`config.mk`:
```
export PLATFORM = sky130hd
export DESIGN_NAME = axi4_lite_master
export DESIGN_NICKNAME = d
export VERILOG_FILES = /design/src/rtl/axi4_lite_pkg.sv /design/src/rtl/axi4_lite_master.sv
export SDC_FILE = /design/constraint.sdc
export NUM_CORES = 1
export LEC_CHECK = 0
export CAP_MARGIN = 10
export CORE_ASPECT_RATIO = 0.6
export CORE_MARGIN = 2
export CORE_UTILIZATION = 44
export DETAILED_ROUTE_END_ITERATION = 6
export HOLD_SLACK_MARGIN = 0.05
export PLACE_DENSITY = 0.91
export SETUP_SLACK_MARGIN = 0.3
export SYNTH_ARGS = -nofsm -noshare
export SYNTH_HDL_FRONTEND = slang
export SYNTH_SLANG_ARGS = --single-unit
```
`constraint.sdc`:
```
create_clock -name ACLK -period 3.6 [get_ports ACLK]
set_clock_uncertainty 0.15 [all_clocks]
set_input_delay 0.72 -clock ACLK [delete_from_list [all_inputs] [get_ports ACLK]]
set_output_delay 0.72 -clock ACLK [all_outputs]
set_load 0.02 [all_outputs]
```
`src/rtl/axi4_lite_pkg.sv`:
```
// Shared types and defaults for the 4-register AXI4-Lite interface.
// Imported by the master (and any slave) with import axi4_lite_pkg::*.
package axi4_lite_pkg;

    localparam int ADDR_W_DEF = 4;
    localparam int DATA_W_DEF = 32;

    localparam logic [3:0] WSTRB_ALL = 4'hF;

    typedef enum logic [1:0] {
        OKAY   = 2'b00,
        EXOKAY = 2'b01,
        SLVERR = 2'b10,
        DECERR = 2'b11
    } resp_e;

    typedef enum logic [2:0] {
        ST_IDLE,
        ST_WR_REQ,
        ST_WR_RESP,
        ST_RD_REQ,
        ST_RD_DATA,
        ST_DONE
    } mst_state_e;

endpackage

```
`src/rtl/axi4_lite_master.sv`:
```
// AXI4-Lite initiator: turns single-beat local commands into AW/W/B or
// AR/R transactions, one outstanding at a time.
//
// Ports:
//   ACLK, ARESETn          clock, async active-low reset
//   cmd_valid/cmd_ready    local command handshake (ready only in IDLE)
//   cmd_write/addr/wdata   command direction, byte address, write data
//   done/resp/rdata        one-cycle completion strobe, captured response
//                          and read data (resp/rdata hold until next capture)
//   AW*/W*/B*/AR*/R*       AXI4-Lite master channels, all outputs registered
module axi4_lite_master
    import axi4_lite_pkg::*;
#(
    parameter int ADDR_W = ADDR_W_DEF,
    parameter int DATA_W = DATA_W_DEF
) (
    input  logic              ACLK,
    input  logic              ARESETn,

    input  logic              cmd_valid,
    output logic              cmd_ready,
    input  logic              cmd_write,
    input  logic [ADDR_W-1:0] cmd_addr,
    input  logic [DATA_W-1:0] cmd_wdata,

    output logic              done,
    output logic [1:0]        resp,
    output logic [DATA_W-1:0] rdata,

    output logic [ADDR_W-1:0] AWADDR,
    output logic              AWVALID,
    input  logic              AWREADY,

    output logic [DATA_W-1:0] WDATA,
    output logic [3:0]        WSTRB,
    output logic              WVALID,
    input  logic              WREADY,

    input  logic [1:0]        BRESP,
    input  logic              BVALID,
    output logic              BREADY,

    output logic [ADDR_W-1:0] ARADDR,
    output logic              ARVALID,
    input  logic              ARREADY,

    input  logic [DATA_W-1:0] RDATA,
    input  logic [1:0]        RRESP,
    input  logic              RVALID,
    output logic              RREADY
);

    mst_state_e        state_q, state_d;
    logic [ADDR_W-1:0] awaddr_q, awaddr_d;
    logic [ADDR_W-1:0] araddr_q, araddr_d;
    logic [DATA_W-1:0] wdata_q, wdata_d;
    logic              awvalid_q, awvalid_d;
    logic              wvalid_q, wvalid_d;
    logic              aw_done_q, aw_done_d;
    logic              w_done_q, w_done_d;
    logic              bready_q, bready_d;
    logic              arvalid_q, arvalid_d;
    logic              rready_q, rready_d;
    logic              done_q, done_d;
    logic [1:0]        resp_q, resp_d;
    logic [DATA_W-1:0] rdata_q, rdata_d;

    // Per-channel completion including a handshake in the current cycle,
    // so AW and W finishing on the same edge still leaves WR_REQ.
    logic              aw_fin;
    logic              w_fin;

    always_comb begin
        state_d   = state_q;
        awaddr_d  = awaddr_q;
        araddr_d  = araddr_q;
        wdata_d   = wdata_q;
        awvalid_d = awvalid_q;
        wvalid_d  = wvalid_q;
        aw_done_d = aw_done_q;
        w_done_d  = w_done_q;
        bready_d  = bready_q;
        arvalid_d = arvalid_q;
        rready_d  = rready_q;
        done_d    = 1'b0;
        resp_d    = resp_q;
        rdata_d   = rdata_q;
        aw_fin    = aw_done_q | (awvalid_q & AWREADY);
        w_fin     = w_done_q | (wvalid_q & WREADY);

        unique case (state_q)
            ST_IDLE: begin
                if (cmd_valid) begin
                    if (cmd_write) begin
                        awaddr_d  = cmd_addr;
                        wdata_d   = cmd_wdata;
                        awvalid_d = 1'b1;
                        wvalid_d  = 1'b1;
                        aw_done_d = 1'b0;
                        w_done_d  = 1'b0;
                        state_d   = ST_WR_REQ;
                    end else begin
                        araddr_d  = cmd_addr;
                        arvalid_d = 1'b1;
                        state_d   = ST_RD_REQ;
                    end
                end
            end
            ST_WR_REQ: begin
                // Each VALID drops on its own handshake edge.
                awvalid_d = awvalid_q & ~AWREADY;
                wvalid_d  = wvalid_q & ~WREADY;
                aw_done_d = aw_fin;
                w_done_d  = w_fin;
                if (aw_fin && w_fin) begin
                    bready_d = 1'b1;
                    state_d  = ST_WR_RESP;
                end
            end
            ST_WR_RESP: begin
                if (BVALID) begin
                    resp_d   = BRESP;
                    bready_d = 1'b0;
                    done_d   = 1'b1;
                    state_d  = ST_DONE;
                end
            end
            ST_RD_REQ: begin
                if (ARREADY) begin
                    arvalid_d = 1'b0;
                    rready_d  = 1'b1;
                    state_d   = ST_RD_DATA;
                end
            end
            ST_RD_DATA: begin
                if (RVALID) begin
                    rdata_d  = RDATA;
                    resp_d   = RRESP;
                    rready_d = 1'b0;
                    done_d   = 1'b1;
                    state_d  = ST_DONE;
                end
            end
            ST_DONE: begin
                state_d = ST_IDLE;
            end
            default: begin
                state_d = ST_IDLE;
            end
        endcase
    end

    always_ff @(posedge ACLK or negedge ARESETn) begin
        if (!ARESETn) begin
            state_q   <= ST_IDLE;
            awaddr_q  <= '0;
            araddr_q  <= '0;
            wdata_q   <= '0;
            awvalid_q <= 1'b0;
            wvalid_q  <= 1'b0;
            aw_done_q <= 1'b0;
            w_done_q  <= 1'b0;
            bready_q  <= 1'b0;
            arvalid_q <= 1'b0;
            rready_q  <= 1'b0;
            done_q    <= 1'b0;
            resp_q    <= OKAY;
            rdata_q   <= '0;
        end else begin
            state_q   <= state_d;
            awaddr_q  <= awaddr_d;
            araddr_q  <= araddr_d;
            wdata_q   <= wdata_d;
            awvalid_q <= awvalid_d;
            wvalid_q  <= wvalid_d;
            aw_done_q <= aw_done_d;
            w_done_q  <= w_done_d;
            bready_q  <= bready_d;
            arvalid_q <= arvalid_d;
            rready_q  <= rready_d;
            done_q    <= done_d;
            resp_q    <= resp_d;
            rdata_q   <= rdata_d;
        end
    end

    assign cmd_ready = (state_q == ST_IDLE);
    assign done      = done_q;
    assign resp      = resp_q;
    assign rdata     = rdata_q;
    assign AWADDR    = awaddr_q;
    assign AWVALID   = awvalid_q;
    assign WDATA     = wdata_q;
    assign WSTRB     = WSTRB_ALL;
    assign WVALID    = wvalid_q;
    assign BREADY    = bready_q;
    assign ARADDR    = araddr_q;
    assign ARVALID   = arvalid_q;
    assign RREADY    = rready_q;

endmodule

```
==> run summary, run 1 <==
status = completed
Clock Power Share = 19.6%
post-placement cell count = 483
Cells after Synth = 225
CP endpoint kind = output pin
most common library cell in the layout ignoring fill and taps = clkdlybuf4s50_1
CTS max path bufs = 2
core area = 0.00782 sq mm
Crit path required time = 2730 ps
Max Cap Viol = 0
drt wl/cell = 15.9 um
P_leak = 2.49 nW
Min-Delay Path Class = reg2reg
Hold Slack = 343 ps
sinks on the clock net = 85
Cell Area, Synth = 0.00352 sq mm
I/O Buffers = 161
root buf cell = clkbuf_16
Sw Ratio = 32.8%
Net Switching = 1.47 mW
Reg clk slew, reported paths = 60 ps
chip width = 120 um
post-synth top area cell = dfrtp_1
Netlist cell types = 27
Routed Antenna Nets = 0
Int Power = 3.02 mW
min cycle time layout = 2710 ps
commonest cells after routing, fill and taps aside = 160 x clkdlybuf4s50_1, 85 x dfrtp_1, 36 x mux2_4
WL final = 7930 um
worst slew pin tran = 1030 ps
largest net degree at the start of global routing = 86
Initial Util = 45.1%
Ant. Diodes = 0
gr usage total = 18.6%
register share of total power = 35.7%
First DRT Iteration DRCs = 71
crit share post-route = 75.3%
clock latency on the worst-skew pair = 320 ps
Seq/Total Area, Yosys = 60.3%
CTS tree = done
Max-slew headroom = 31.3%
layout cells sized above 1 = 22.8%
end-of-flow core utilization = 69.5%
endpoints failing setup = 0
Crit Path Max Fanout = 12
Mean Syn Cell Area = 15.7 sq um
Setup Fix Bufs, Post-CTS = 0
setup_tns = 0 ps
pwr/cell area = 827 mW/mm^2
vias = 2344
CTS Hold Bufs = 0
post-place setup slack = 882 ps
DP HPWL = 5820 um
critical path startpoint category = flop
area delta synth->final = 54.2%
RSZ-0062 raised after global routing = no
first-pass GRT wire length = 12300 um
ranking of synthesized cells by area = dfrtp_1 60%, mux2_4 15%, mux2_2 11%, buf_6 2.2%, a21oi_1 1.3%
clock buffer count from CTS = 9
power share of the combinational group = 44.7%
Final #Nets = 467
GPL Wtd Cong = 0.785
antenna violations before repair = 0
IO Pins = 166
Crit Path Class = reg2out
first-pass detailed-route iteration total = 4
Ys Warns = 0
Final Max Slew Viols = 0
Peak supply drop = 0.000444 V
post_cts resized = 0
overflow left after global routing = 0
Placement Rows = 25
DIE AREA = 0.00877 sq mm
Max Freq = 369 MHz
H-tree depth = 3
Final Non-Filler Cells = 498
Yosys top cell area share = 60.3%
vias in the first global route = 2394
fillcell total = 556
Synth Register Bits = 85
Arr. time, crit path = 1840 ps
final hold vios = 0
DRC = 0
Vias/cell = 4.71
post-route setup slack = 891 ps
DIE HEIGHT = 73.3 um
[power by group through the flow]
stage | sequential [mW] | combinational, mW | clock (mW)
final | 1.60 | 2.01 | 0.880
after floorplan | 2.01 | 0.650 | 0
after detailed placement | 1.61 | 2.03 | 0
after CTS | 1.61 | 2.03 | 0.900
after global placement | 1.60 | 1.98 | 0
after global routing | 1.65 | 2.12 | 0.955
[synthesized netlist by cell type]
master,n
dfrtp_1,85
mux2_4,36
mux2_2,34
nand2_1,11
a21oi_1,9
buf_6,7
nor2_1,7
buf_4,6
nand2b_1,4
o21ai_0,4
mux2i_1,3
buf_2,2
mux2_1,2
nand3b_1,2
a221oi_1,1
a31oi_1,1
and3_1,1
conb_1,1
inv_1,1
nand3_4,1
nor2_4,1
nor2b_1,1
nor3_1,1
nor3_4,1
nor3b_2,1
o22a_1,1
or3b_1,1
[per-layer routing]
layer	global-route usage, %	part of all wire, %	vias up
met5	0	0	-
met4	5.49	0.86	0
met3	7.84	8.9	7
met2	28.9	46	108
met1	24.3	44	1141
li1	-	-	1088
[stage by stage]
step,area (sq um),total power [mW]
3_5_place_dp,5150,3.64
4_1_cts,5440,4.55
6_report,5440,4.49
3_3_place_gp,5150,3.58
5_1_grt,5440,4.73
2_1_floorplan,3540,2.66
[area by class of cell]
class / instances / area [sq um] / area share (%)
sequential: 85 / 2130 / 39.1
timing repair buffer: 162 / 1620 / 29.7
multi-input combinational: 127 / 1270 / 23.4
clock buffer: 11 / 233 / 4.28
tap: 108 / 135 / 2.49
clock inverter: 4 / 50.0 / 0.921
inverter: 1 / 3.75 / 0.0690
[cell families (layout without fill, tap and decap cells)]
logic type	Yosys count	after routing	share of synthesized area (%)
flops	85	85	60.3
mux	75	75	27.7
simple gates	32	32	5.43
compound gates	16	16	2.52
buf+inv	16	178	3.90
other cells	1	4	0.106
[worst max-delay path, stage by stage, from the launching register on]
cell and delay [ps]:
dfrtp_1 530, nor3_4 320, clkdlybuf4s50_1 670
[sequential cells by signal, indices dropped and copies added, names as in the netlist]
register and cells:
rdata 32, ARADDR 4, RREADY 1, done 1
state_q 3, WDATA 32, w_done_q 1, AWVALID 1
resp 2, BREADY 1, ARVALID 1, aw_done_q 1
WVALID 1, AWADDR 4
[final timing paths]
check                            from         to  slack [ps]  cells after the start
max                        state_q[0]  cmd_ready         890                      2
min                          rdata[0]   rdata[0]         340                      1
max reg2reg                state_q[0]  WDATA[29]        1350                      3
min reg2reg                  rdata[0]   rdata[0]         340                      1
max in group asynchronous     ARESETn  ARADDR[2]        2210                      1
min in group asynchronous     ARESETn  rdata[11]         420                      1
Power figures use the tool's default switching activity.
==> run 2, diff against run 1 <==
Settings changed: CORE_UTILIZATION 44 to 37, PLACE_DENSITY 0.91 to 0.82.
Clock period 3.6 ns to 2.4 ns, I/O delays scaled along.
==> run summary, run 2 (same netlist as run 1, synthesis figures left out) <==
status = completed (unchanged)
core area = 0.00922 sq mm (was 0.00782 sq mm)
DIE HEIGHT = 79.6 um (was 73.3 um)
Reg clk slew, reported paths = 60 ps (about the same)
Crit Path Class = reg2out (unchanged)
Crit Path Max Fanout = 10 (was 12)
clock latency on the worst-skew pair = 330 ps (was 320 ps)
Vias/cell = 4.47 (was 4.71)
P_leak = 2.56 nW (was 2.49 nW)
pwr/cell area = 1210 mW/mm^2 (was 827 mW/mm^2)
Routed Antenna Nets = 0 (unchanged)
endpoints failing setup = 0 (unchanged)
Ant. Diodes = 0 (unchanged)
vias = 2366 (was 2344)
met2 wire length = 3380 um (was 3650 um)
first-pass detailed-route iteration total = 4 (unchanged)
Peak supply drop = 0.000670 V (was 0.000444 V)
Reg-to-Reg Start = state_q[2] (was state_q[0])
CP endpoint kind = output pin (unchanged)
overflow left after global routing = 0 (unchanged)
Final Non-Filler Cells = 529 (was 498)
IO Pins = 166 (unchanged)
Hold Crit Depth = 1 (unchanged)
Arr. time, crit path = 1340 ps (was 1840 ps)
setup_tns = 0 ps (unchanged)
GPL Wtd Cong = 0.735 (was 0.785)
Placement Rows = 27 (was 25)
Max Cap Viol = 0 (unchanged)
area delta synth->final = 58.4% (was 54.2%)
met3 wire length = 828 um (was 707 um)
layout cells sized above 1 = 24.8% (was 22.8%)
fillcell total = 685 (was 556)
launch point of the worst path = state_q[2] (was state_q[0])
max layer used = met4 (unchanged)
RSZ-0062 raised after global routing = no (unchanged)
final hold vios = 0 (unchanged)
R2R Setup Slk = 520 ps (was 1350 ps)
gr usage total = 16.4% (was 18.6%)
Initial Util = 38.2% (was 45.1%)
post-placement cell count = 511 (was 483)
min cycle time layout = 1970 ps
WL final = 8200 um (was 7930 um)
WL met1 = 3940 um (was 3500 um)
antenna violations before repair = 0 (unchanged)
Min-Delay Path Class = reg2reg (unchanged)
first-pass GRT wire length = 12900 um (was 12300 um)
root buf cell = clkbuf_16 (unchanged)
DP HPWL = 6180 um (was 5820 um)
Crit path required time = 1770 ps (was 2730 ps)
I/O Buffers = 161 (unchanged)
DIE AREA = 0.0103 sq mm (was 0.00877 sq mm)
Final Max Slew Viols = 0 (unchanged)
drt wl/cell = 15.5 um (was 15.9 um)
sinks on the clock net = 85 (unchanged)
Reg-to-Reg End = WDATA[24] (was WDATA[29])
Max-slew headroom = 60.9% (was 31.3%)
vias in the first global route = 2510 (was 2394)
FF-to-FF path depth = 5 (was 3)
DRC = 0 (unchanged)
Worst setup endpoint = cmd_ready (unchanged)
Final #Nets = 476 (was 467)
First DRT Iteration DRCs = 65 (was 71)
CTS max path bufs = 2 (unchanged)
largest net degree at the start of global routing = 46 (was 86)
crit share post-route = 82.2%
critical path startpoint category = flop (unchanged)
most common library cell in the layout ignoring fill and taps = clkdlybuf4s50_1 (unchanged)
clock buffer count from CTS = 9 (unchanged)
CTS tree = done (unchanged)
chip width = 130 um (was 120 um)
Max Freq = 507 MHz
worst slew pin tran = 587 ps (was 1030 ps)
commonest cells after routing, fill and taps aside = 159 x clkdlybuf4s50_1, 85 x dfrtp_1, 36 x mux2_4 (was 160 x clkdlybuf4s50_1, 85 x dfrtp_1, 36 x mux2_4)
H-tree depth = 3 (unchanged)
## run 2: cell count changes in the layout (fill, tap and decap cells not counted)
cell,previous run,this run
buf_12,0,4
buf_4,2,6
clkinv_2,1,3
clkbuf_1,2,1
clkdlybuf4s15_2,0,1
clkdlybuf4s50_1,160,159
clkinvlp_4,2,1
dlygate4sd3_1,0,1
## run 2: area by class of cell
type,instances,area [sq um],area share (%)
clock buffers,10,229,4.10
clock inverters,5,52.6,0.941
inverters,1,3.75,0.0672
multi-input cells,127,1270,22.8
flip-flops and latches,85,2130,38.1
well taps,130,163,2.91
repair buffers,171,1740,31.1
## run 2: worst min path at each step
stage / startpoint / to
after floorplan: ARESETn / ARADDR[0]
after global placement: rdata[20] / rdata[20]
after detailed placement: rdata[20] / rdata[20]
after CTS: rdata[20] / rdata[20]
after global routing: ARADDR[1] / ARADDR[1]
final: rdata[20] / rdata[20]
## run 2: repair_timing
item | CTS | global route
hold buffers | 1 | 0
gates resized for setup | 3 | 0
buffers inserted | 0 | 2
hold endpoints to repair | 43 | 0
endpoints found under the setup margin | 1 | 1
pin swaps | 0 | 1
## run 2: metrics by stage
step	power (mW)	cell area (sq um)	utilization (%)	hold WS [ps]	setup slack [ps]
final	6.78	5580	60.5	335	427
after global routing	7.15	5580	60.5	366	332
after CTS	6.85	5570	60.4	339	311
after detailed placement	5.48	5280	57.2	325	279
after global placement	5.42	5280	57.2	319	294
after floorplan	3.99	3540	-	34.4	620
## run 2: critical path, cell delays in order (launching register included)
cell	delay (ps)
dfrtp_1	490
nor3_4	240
clkdlybuf4s15_2	290
## run 2: layer usage
layer,global-route usage (%),vias to the layer above
met5,0,-
met3,6.97,7
li1,-,1112
met1,21.6,1130
met4,4.19,0
met2,25.1,117
## run 2: power by group
part	switching, mW	total [mW]	internal, mW	leakage [nW]
Combinational	1.32	3.08	1.75	1.35
Sequential	0.370	2.39	2.02	1.07
Clock	0.525	1.32	0.795	0.138
